<file path="config.mk">
export PLATFORM = sky130hd
export DESIGN_NAME = hv_encoder_seq
export DESIGN_NICKNAME = d
export VERILOG_FILES = /design/src/rtl/hv_encoder_seq.sv
export SDC_FILE = /design/constraint.sdc
export NUM_CORES = 1
export LEC_CHECK = 0
export BUFFER_PORTS_ARGS = -buffer_cell sky130_fd_sc_hd__buf_4
export CORE_MARGIN = 8
export CORE_UTILIZATION = 67
export CTS_CLUSTER_SIZE = 40
export DETAILED_ROUTE_END_ITERATION = 16
export GPL_TIMING_DRIVEN = 0
export PLACE_DENSITY = 0.85
export SETUP_SLACK_MARGIN = 0.05
export SLEW_MARGIN = 5
export SYNTH_ARGS = -nofsm -noshare
export SYNTH_HDL_FRONTEND = slang
export SYNTH_SLANG_ARGS = --single-unit
</file>
<file path="constraint.sdc">
create_clock -name clk_i -period 6.85 [get_ports clk_i]
set_input_delay 1.37 -clock clk_i [delete_from_list [all_inputs] [get_ports clk_i]]
set_output_delay 1.37 -clock clk_i [all_outputs]
set_load 0.02 [all_outputs]
</file>
<file path="src/rtl/hv_encoder_seq.sv">
// Microcoded sequencer for the HV encoder: walks a writable program memory,
// issuing one control word per cycle with a single hardware loop and IM stalls.
module hv_encoder_seq #(
  parameter int CtrlWidth = 36,
  parameter int NumInstr  = 32,
  parameter int IterWidth = 16,
  localparam int InstWidth = CtrlWidth + 2,
  localparam int AddrWidth = $clog2(NumInstr)
) (
  input  logic                 clk_i,
  input  logic                 rst_i,
  input  logic                 start_i,
  input  logic                 abort_i,
  output logic                 busy_o,
  output logic                 done_o,
  input  logic [AddrWidth-1:0] loop_start_i,
  input  logic [AddrWidth-1:0] loop_end_i,
  input  logic [IterWidth-1:0] num_iter_i,
  input  logic                 prog_wr_en_i,
  input  logic [AddrWidth-1:0] prog_addr_i,
  input  logic [InstWidth-1:0] prog_data_i,
  output logic                 im_req_o,
  input  logic                 im_valid_i,
  output logic                 ctrl_valid_o,
  output logic [CtrlWidth-1:0] ctrl_o,
  output logic [AddrWidth-1:0] pc_o,
  output logic [IterWidth-1:0] iter_o
);

  typedef enum logic [1:0] {
    IDLE = 2'd0,
    RUN  = 2'd1,
    DONE = 2'd2
  } state_t;

  localparam logic [AddrWidth-1:0] LastAddr = AddrWidth'(NumInstr - 1);

  logic [InstWidth-1:0] mem [NumInstr];

  state_t               state_reg;
  logic [AddrWidth-1:0] pc_reg;
  logic [IterWidth-1:0] iter_reg;
  logic [AddrWidth-1:0] loop_start_reg;
  logic [AddrWidth-1:0] loop_end_reg;
  logic [IterWidth-1:0] num_iter_reg;

  logic [InstWidth-1:0] inst;
  logic                 imw;
  logic                 halt;
  logic                 running;
  logic                 fire;
  logic                 loop_en;
  logic                 at_loop_end;
  logic [IterWidth:0]   iter_inc;
  logic [IterWidth:0]   eff_iter;

  // Writes are accepted only while idle so a running program is never disturbed.
  always_ff @(posedge clk_i) begin
    if (prog_wr_en_i && state_reg == IDLE) begin
      mem[prog_addr_i] <= prog_data_i;
    end
  end

  always_comb begin
    inst        = mem[pc_reg];
    imw         = inst[CtrlWidth];
    halt        = inst[CtrlWidth+1];
    running     = (state_reg == RUN);
    fire        = running && !abort_i && (!imw || im_valid_i);
    loop_en     = (loop_start_reg <= loop_end_reg);
    at_loop_end = loop_en && (pc_reg == loop_end_reg);
    iter_inc    = {1'b0, iter_reg} + (IterWidth+1)'(1);
    // A zero iteration count still runs the body once.
    eff_iter    = (num_iter_reg == '0) ? (IterWidth+1)'(1) : {1'b0, num_iter_reg};
  end

  assign im_req_o     = running && imw;
  assign ctrl_valid_o = fire;
  assign ctrl_o       = fire ? inst[CtrlWidth-1:0] : '0;
  assign busy_o       = running;
  assign done_o       = (state_reg == DONE) && !abort_i;
  assign pc_o         = pc_reg;
  assign iter_o       = iter_reg;

  always_ff @(posedge clk_i) begin
    if (rst_i) begin
      state_reg      <= IDLE;
      pc_reg         <= '0;
      iter_reg       <= '0;
      loop_start_reg <= '0;
      loop_end_reg   <= '0;
      num_iter_reg   <= '0;
    end else begin
      case (state_reg)
        IDLE: begin
          if (start_i) begin
            loop_start_reg <= loop_start_i;
            loop_end_reg   <= loop_end_i;
            num_iter_reg   <= num_iter_i;
            pc_reg         <= '0;
            iter_reg       <= '0;
            state_reg      <= RUN;
          end
        end
        RUN: begin
          if (abort_i) begin
            state_reg <= IDLE;
          end else if (fire) begin
            if (halt) begin
              state_reg <= DONE;
            end else if (at_loop_end) begin
              iter_reg <= iter_inc[IterWidth-1:0];
              if (iter_inc < eff_iter) begin
                pc_reg <= loop_start_reg;
              end else if (pc_reg == LastAddr) begin
                // Loop exit on the final slot has nowhere to fall through to.
                state_reg <= DONE;
              end else begin
                pc_reg <= pc_reg + AddrWidth'(1);
              end
            end else if (pc_reg == LastAddr) begin
              state_reg <= DONE;
            end else begin
              pc_reg <= pc_reg + AddrWidth'(1);
            end
          end
        end
        DONE: begin
          state_reg <= IDLE;
        end
        default: begin
          state_reg <= IDLE;
        end
      endcase
    end
  end

endmodule

</file>
==> results of run 1 <==
==> critical path, stage by stage (launching register included) <==
cell and delay (ns):
dfxtp_1 0.30, buf_2 0.19, buf_2 0.33, buf_2 0.38
buf_2 0.53, clkbuf_2 0.63, clkbuf_1 0.86, mux4_2 0.44
mux4_2 0.52, mux2i_1 0.33, nor2_1 0.09, buf_4 0.20
==> kinds of logic (layout without fill, tap and decap cells) <==
| family | count (synthesis) | count (layout) | share of synthesized area |
|---|---|---|---|
| DFF | 1270 | 1270 | 0.764 |
| AOI/OAI and AO/OA | 101 | 101 | 0.0125 |
| muxes | 425 | 425 | 0.180 |
| buffers and inverters | 137 | 528 | 0.0109 |
| and+or+nand+nor | 250 | 250 | 0.0231 |
| adders and majority gates | 22 | 22 | 0.00559 |
| xor gates and xnor gates | 21 | 21 | 0.00374 |
==> repair_timing <==
| item | in CTS | in global routing |
|---|---|---|
| endpoints found under the setup margin | 36 | 12 |
| resized for setup | 3 | 16 |
| setup buffers | 0 | 0 |
| hold buffers | 0 | 0 |
==> per-layer routing <==
layer | vias to the layer above | global-route usage | share of wire
met5 | - | 0 | 0.000091
met1 | 13700 | 0.434 | 0.31
met4 | 2 | 0.200 | 0.069
met3 | 613 | 0.0730 | 0.12
li1 | 9913 | - | -
met2 | 2637 | 0.575 | 0.50
==> report_power, final <==
group / internal, mW / switching, mW / leakage, nW
combinational: 0.127 / 0.299 / 4.07
clock: 3.51 / 2.95 / 1.80
sequential: 8.56 / 0.0270 / 11.4
==> worst max-delay path by stage <==
stage               startpoint         end  cells past startpoint
finish                    flop  ctrl_o[27]                     11
global route              flop  ctrl_o[10]                     12
CTS                       flop  ctrl_o[27]                      9
detailed placement        flop  ctrl_o[27]                      9
global placement          flop  ctrl_o[27]                      9
floorplan                 flop  ctrl_o[10]                     10
==> final cells by class <==
class | count | share of cell area
sequential | 1270 | 0.669
multi-input combinational | 819 | 0.202
clock buffer | 146 | 0.0551
timing repair buffer | 173 | 0.0329
tap | 959 | 0.0214
clock inverter | 72 | 0.0102
buffer | 111 | 0.00808
inverter | 26 | 0.00174
==> cell usage after synthesis (2+ instances only) <==
| library cell | count |
|---|---|
| o31ai_1 | 3 |
| nand3_1 | 16 |
| buf_1 | 24 |
| nand2_1 | 80 |
| nand4b_1 | 2 |
| and4_1 | 2 |
| or3b_2 | 2 |
| a211oi_1 | 6 |
| ha_1 | 22 |
| a31oi_1 | 2 |
| o211ai_1 | 2 |
| and3_1 | 3 |
| o41ai_1 | 5 |
| nand4_1 | 8 |
| nor2b_1 | 6 |
| or3_1 | 2 |
| clkbuf_1 | 76 |
| dfxtp_1 | 54 |
| a21oi_1 | 45 |
| edfxtp_1 | 1216 |
| nand2b_1 | 4 |
| inv_1 | 26 |
| xor2_1 | 12 |
| nor2_1 | 101 |
| nor3_1 | 5 |
| mux4_2 | 368 |
| o21ai_0 | 15 |
| a31o_2 | 5 |
| a22oi_1 | 2 |
| o21a_1 | 2 |
| mux2i_1 | 53 |
| nand3b_1 | 3 |
| nor4_1 | 6 |
| buf_2 | 9 |
| o21ai_1 | 5 |
| xnor2_1 | 9 |
| o22ai_1 | 2 |
| nor4b_1 | 3 |
| mux2_2 | 3 |
==> metrics by stage <==
| stage | instances | power [mW] | hold slack [ns] |
|---|---|---|---|
| floorplan | 2226 | 8.91 | 0.436 |
| global placement | 3319 | 9.10 | 0.445 |
| detailed placement | 3357 | 9.15 | 0.467 |
| CTS | 3575 | 15.4 | 0.476 |
| global route | 3576 | 15.7 | 0.493 |
| finish | 3576 | 15.5 | 0.475 |
==> summary.md, run 1 <==
| Metric | Value |
|---|---|
| Status | finished, violations left |
| Failing checks | negative setup slack |
| Layout cells sized above 1 | 0.296 |
| NumNets Final | between 2000 and 3000 |
| Largest net degree at the start of global routing | 33 |
| Warning count from the yosys run | 0 |
| Hold Path Origin | loop_start_reg[0] |
| Clock sink count | around 1300 |
| Fillers | between 3000 and 4000 |
| WHS Path Cells | 2 |
| Rows | 99 |
| Die width | between 200 and 300 um |
| Cts bufs inserted | around 120 |
| Design area | roughly 56000 um2 |
| Sequential fraction of the synthesis area | 0.764 |
| Grt total ovfl | 0 |
| H-tree lvl count | 3 |
| Max Cap Viol | 0 |
| Crit path launch type | flop |
| Final WL | approximately 140 mm |
| Final Cycle Share | 1.00 |
| Post-synth EDFFs | 1216 |
| Post-placement cell area | between 50000 and 60000 um2 |
| Max VDD drop | 0.297 mV |
| Antenna cell count | 0 |
| Worst-path clk slew | ~0.06 ns |
| Ys flop type | edfxtp_1 |
| Wire per inst | 40.1 um |
| Worst-path fanout max | 10 |
| Crit. End Element | output port |
| Power density cells | between 200 and 300 nW/um2 |
| Worst endpoint required time | between 5 and 6 ns |
| CTS Root Cell | clkbuf_16 |
| Syn Area/Cell | between 20 and 25 um2 |
| Layout area overhead | 14.2% |
| Drt drc | 0 |
| Worst setup margin | -0.0324 ns |
| Setup TNS | -0.0997 ns |
| Final hold violations | 0 |
| Reg area | around 38000 um2 |
| Slew @ Worst Pin | about 1.3 ns |
| Final Wtd Congestion | around 0.85 |
| Area contributors post-synth | edfxtp_1 (74%), mux4_2 (17%), dfxtp_1 (2.2%) |
| IO Count | 136 |
| Commonest non-fill, non-tap cell in the layout | edfxtp_1 |
| Gr usage total | 0.349 |
| Most frequent cells in the layout | edfxtp_1 (1216), mux4_2 (368), buf_4 (135) |
| Post-Syn Nets | around 2300 |
| Initial core utilization | 0.676 |
| Area of the multi-input gates | 11300 um2 |
| Synthesized area | approximately 49000 um2 |
| Max reg flops | between 1000 and 1500 |
| Synth unique cells | 56 |
| Reg2reg start | iter_o[0] |
| Number of global-route vias before repair | 27700 |
| RSZ-0062 raised after global routing | false |
| Leak | 17.3 nW |
| Worst Skew | between 0.03 and 0.04 ns |
| DR vias/cell | roughly 7.5 |
| Slew headroom | 0.154 |
| Kind of critical path | flop to output port |
| Flops & latches, synth | around 1300 |
| Synthesized netlist cell count | approximately 2200 |
| CTS tree | yes |
| Layout Utilization | 0.772 |
| Yosys top cell area share | 0.742 |
| Wire length of the first global-routing pass | ~200 mm |
| WHS Endpoint | loop_start_reg[0] |
| Worst Path Arrival | approximately 5.5 ns |
| Max Slew Vio Count | 0 |
| Antenna violations before repair | 1 |
| FF-to-FF setup slack | around 2.3 ns |
| Final ANT Viol Nets | 0 |
| Die Height | 287 um |
| Port bufs | ~130 |
| Setup violators final | 6 |
| Initial drt markers | roughly 4400 |
| Clk buf depth | 3 |
| Clock Latency Late Sink | between 0.7 and 0.8 ns |
| Routed vias | 26900 |
| Fmax | around 150 MHz |
| DRT Pass-1 Iters | 8 |
| Hpwl dp | about 80 mm |
| Synth area leader | edfxtp_1 |
| Ys async rst share | 0 |
| R2r worst-path depth | 15 |
| Worst slack, placed | roughly 0.52 ns |
| Core area | about 73000 um2 |
| Die Area | just over 80000 um2 |
| Final worst path period need | approximately 6.9 ns |
| Min-delay worst type | flop to flop |
(Power assumes the default switching activity.)
==> inputs of run 2 (changes only) <==
--- a/config.mk
+++ b/config.mk
@@ -7,11 +7,11 @@
 export LEC_CHECK = 0
 export BUFFER_PORTS_ARGS = -buffer_cell sky130_fd_sc_hd__buf_4
 export CORE_MARGIN = 8
-export CORE_UTILIZATION = 67
+export CORE_UTILIZATION = 62
 export CTS_CLUSTER_SIZE = 40
 export DETAILED_ROUTE_END_ITERATION = 16
 export GPL_TIMING_DRIVEN = 0
-export PLACE_DENSITY = 0.85
+export PLACE_DENSITY = 0.79
 export SETUP_SLACK_MARGIN = 0.05
 export SLEW_MARGIN = 5
 export SYNTH_ARGS = -nofsm -noshare
==> constraint.sdc (replaced) <==
create_clock -name clk_i -period 6.7 [get_ports clk_i]
set_input_delay 1.34 -clock clk_i [delete_from_list [all_inputs] [get_ports clk_i]]
set_output_delay 1.34 -clock clk_i [all_outputs]
set_load 0.02 [all_outputs]
==> run 2 against run 1 <==
Compared with the run above: the run now ends clean; clock-buffer cell count down 7; non-clock buffer count unchanged; clock skew down 0.011 ns; total power up 2.9%; cell count up 2.6%; combinational power up 0.9%; via count down 4.1%; global-route usage down 5.2 points; sequential share of layout area down 0.37 points; clock power up 3.9%; die area up 7.6%; cell area up 0.55%.
==> summary.md, run 2 (synthesis results as in run 1) <==
| Metric | Value |
|---|---|
| Crit path launch type | flop |
| Worst-path clk slew | 0.07 ns (about the same) |
| DR vias/cell | 7.03 (-6.5%) |
| DRT Pass-1 Iters | 8 (unchanged) |
| Worst Skew | 0.0203 ns (-0.0108 ns) |
| Area of the multi-input gates | 11300 um2 (unchanged) |
| Die Height | 298 um (+3.7%) |
| Clock Latency Late Sink | 0.70 ns (about the same) |
| Reg area | 37600 um2 (unchanged) |
| Final ANT Viol Nets | 0 (unchanged) |
| Routed vias | 25800 (-4.1%) |
| Setup violators final | 0 (-6) |
| Int Power | 12.6 mW (+3.5%) |
| Setup TNS | 0 ns (+0.0997 ns) |
| Power density cells | 282 nW/um2 (+2.3%) |
| Clock sink count | 1270 (unchanged) |
| Slew headroom | 0.108 (-0.0457) |
| Initial drt markers | 4071 (-8.5%) |
| Most frequent cells in the layout | edfxtp_1 (1216), mux4_2 (368), buf_4 (135) |
| Worst-path fanout max | 10 (unchanged) |
| Leak | 17.3 nW (+0.50%) |
| Kind of critical path | flop to output port |
| RSZ-0062 raised after global routing | false |
| Cts bufs inserted | 117 (-0.85%) |
| Gr usage total | 0.297 (-0.0523) |
| Grt total ovfl | 0 (unchanged) |
| Clock Power Share | 0.422 (+0.004) |
| Layout cells sized above 1 | 0.303 (+0.00676) |
| Final WL | 133 mm (-7.5%) |
| NumNets Final | 2615 (-0.038%) |
| Max reg flops | 1216 (unchanged) |
| Post-placement cell area | 52600 um2 (+0.28%) |
| Sw Share | 0.207 (-0.00480) |
| Final hold violations | 0 (unchanged) |
| R2r worst-path depth | 15 (unchanged) |
| Port bufs | 134 (unchanged) |
| Largest net degree at the start of global routing | 33 (unchanged) |
| Wire per inst | 36.1 um (-9.8%) |
| Crit. End Element | output port |
| Layout area overhead | 14.8% |
| Die width | 298 um (+3.7%) |
| Final Wtd Congestion | 0.842 (-1.0%) |
| Core area | 78700 um2 (+8.1%) |
| CTS tree | yes |
| Clk buf depth | 3 (unchanged) |
| CTS Root Cell | clkbuf_16 |
| Fmax | between 100 and 150 MHz |
| Max Slew Vio Count | 0 (unchanged) |
| Drt drc | 0 (unchanged) |
| Design area | 56500 um2 (+0.55%) |
| Max incr delay on CP | 0.67 ns (-0.19 ns) |
| H-tree lvl count | 3 (unchanged) |
| Worst endpoint required time | 5.36 ns (-0.12 ns) |
| Hold Slack | 0.476 ns (+0.000822 ns) |
| Max Cap Viol | 0 (unchanged) |
| Net load switching power | 3.30 mW (+0.55%) |
| WHS Path Cells | 2 (unchanged) |
| Worst setup margin | 0.0229 ns (+0.0553 ns) |
| Buffer count from post-CTS setup fixing | 0 (unchanged) |
| Critical-path cell list | buf_2 -> buf_2 -> buf_2 -> buf_2 -> buf_1 -> buf_1 -> mux4_2 -> mux4_2 -> mux2i_1 -> nor2_1 -> buf_4 |
| Rows | 103 (+4.0%) |
| Cts hold-fix bufs | 0 (unchanged) |
| Slew @ Worst Pin | 1.34 ns (+0.0686 ns) |
| Seq pwr share | 0.551 (-0.004) |
| IO Count | 136 (unchanged) |
| Hpwl dp | 75.8 mm (-5.8%) |
| Initial core utilization | 0.625 (-0.0507) |
| Fillers | 4232 (+22%) |
| Commonest non-fill, non-tap cell in the layout | edfxtp_1 |
| Antenna cell count | 0 (unchanged) |
| Antenna violations before repair | 0 (-1) |
| Crit-path slowest cell | buf_1 |
| Status | completed |
| Gate power share | 0.027 (about the same) |
| Final worst path period need | approximately 6.7 ns |
| Min-delay worst type | flop to flop |
| Final Cycle Share | 0.997 |
| Worst slack, placed | 0.339 ns (-0.185 ns) |
| Most used cell, CP | buf_2 |
| Number of global-route vias before repair | 27000 (-2.4%) |
| Wire length of the first global-routing pass | 190 mm (-6.0%) |
| Die Area | 88700 um2 (+7.6%) |
| Worst Path Arrival | 5.34 ns (-0.17 ns) |
| Max VDD drop | 0.266 mV (-10%) |
==> run 2: cell types whose count changed in the layout (fill, tap and decap cells not counted), moves of 3 or more <==
cell,delta
clkdlybuf4s15_1,+3
clkinv_1,-4
clkinvlp_4,+5
clkdlybuf4s15_2,+3
clkbuf_2,+5
bufinv_16,+5
clkbuf_1,-16
==> run 2: critical path, delay by kind of cell (launching register included) <==
kind | cells | cell delay (ns)
flops | 1 | 0.31
buf+inv | 7 | 2.96
mux | 3 | 1.27
simple gates | 1 | 0.08
==> run 2: power groups by stage <==
stage / logic, mW / registers (mW) / clock network, mW
6_report: 0.430 / 8.77 / 6.71
5_1_grt: 0.451 / 8.77 / 7.02
4_1_cts: 0.422 / 8.77 / 6.74
3_5_place_dp: 0.412 / 8.94 / 0
3_3_place_gp: 0.365 / 8.94 / 0
2_1_floorplan: 0.173 / 8.94 / 0
==> run 2: cell type report <==
type	instances	area share
inverter	26	0.00173
buffer	111	0.00890
multi-input combinational	819	0.200
clock buffer	139	0.0537
tap	1050	0.0232
sequential	1270	0.665
timing repair buffer	173	0.0331
clock inverter	80	0.0136
==> run 2: metrics by stage <==
| stage | power [mW] | util | cells |
|---|---|---|---|
| 2_1_floorplan | 9.11 | - | 2226 |
| 3_3_place_gp | 9.31 | 0.655 | 3410 |
| 3_5_place_dp | 9.35 | 0.669 | 3449 |
| 4_1_cts | 15.9 | 0.717 | 3668 |
| 5_1_grt | 16.2 | 0.718 | 3668 |
| 6_report | 15.9 | 0.718 | 3668 |
==> run 2: worst paths after layout <==
check / from / end / slack [ns]
worst max-delay path: flop / ctrl_o[21] / 0.02
worst min-delay path: loop_start_reg[0] / loop_start_reg[0] / 0.48
worst max register to register: iter_o[0] / pc_o[0] / 2.39
worst min register to register: loop_start_reg[0] / loop_start_reg[0] / 0.48
==> run 2: layer usage <==
metal  vias to the layer above  part of all wire  global-route usage
met1                     13400              0.34               0.374
met2                      2001              0.51               0.502
met4                         0             0.049               0.129
met3                       395              0.11              0.0618
met5                         -                 0                   0
li1                       9952                 -                   -
==> run 2: repair_timing <==
item | CTS | global route
setup endpoints to repair | 37 | 28
hold endpoints to repair | 0 | 0
gates cloned | 0 | 0
gates resized for setup | 18 | 24
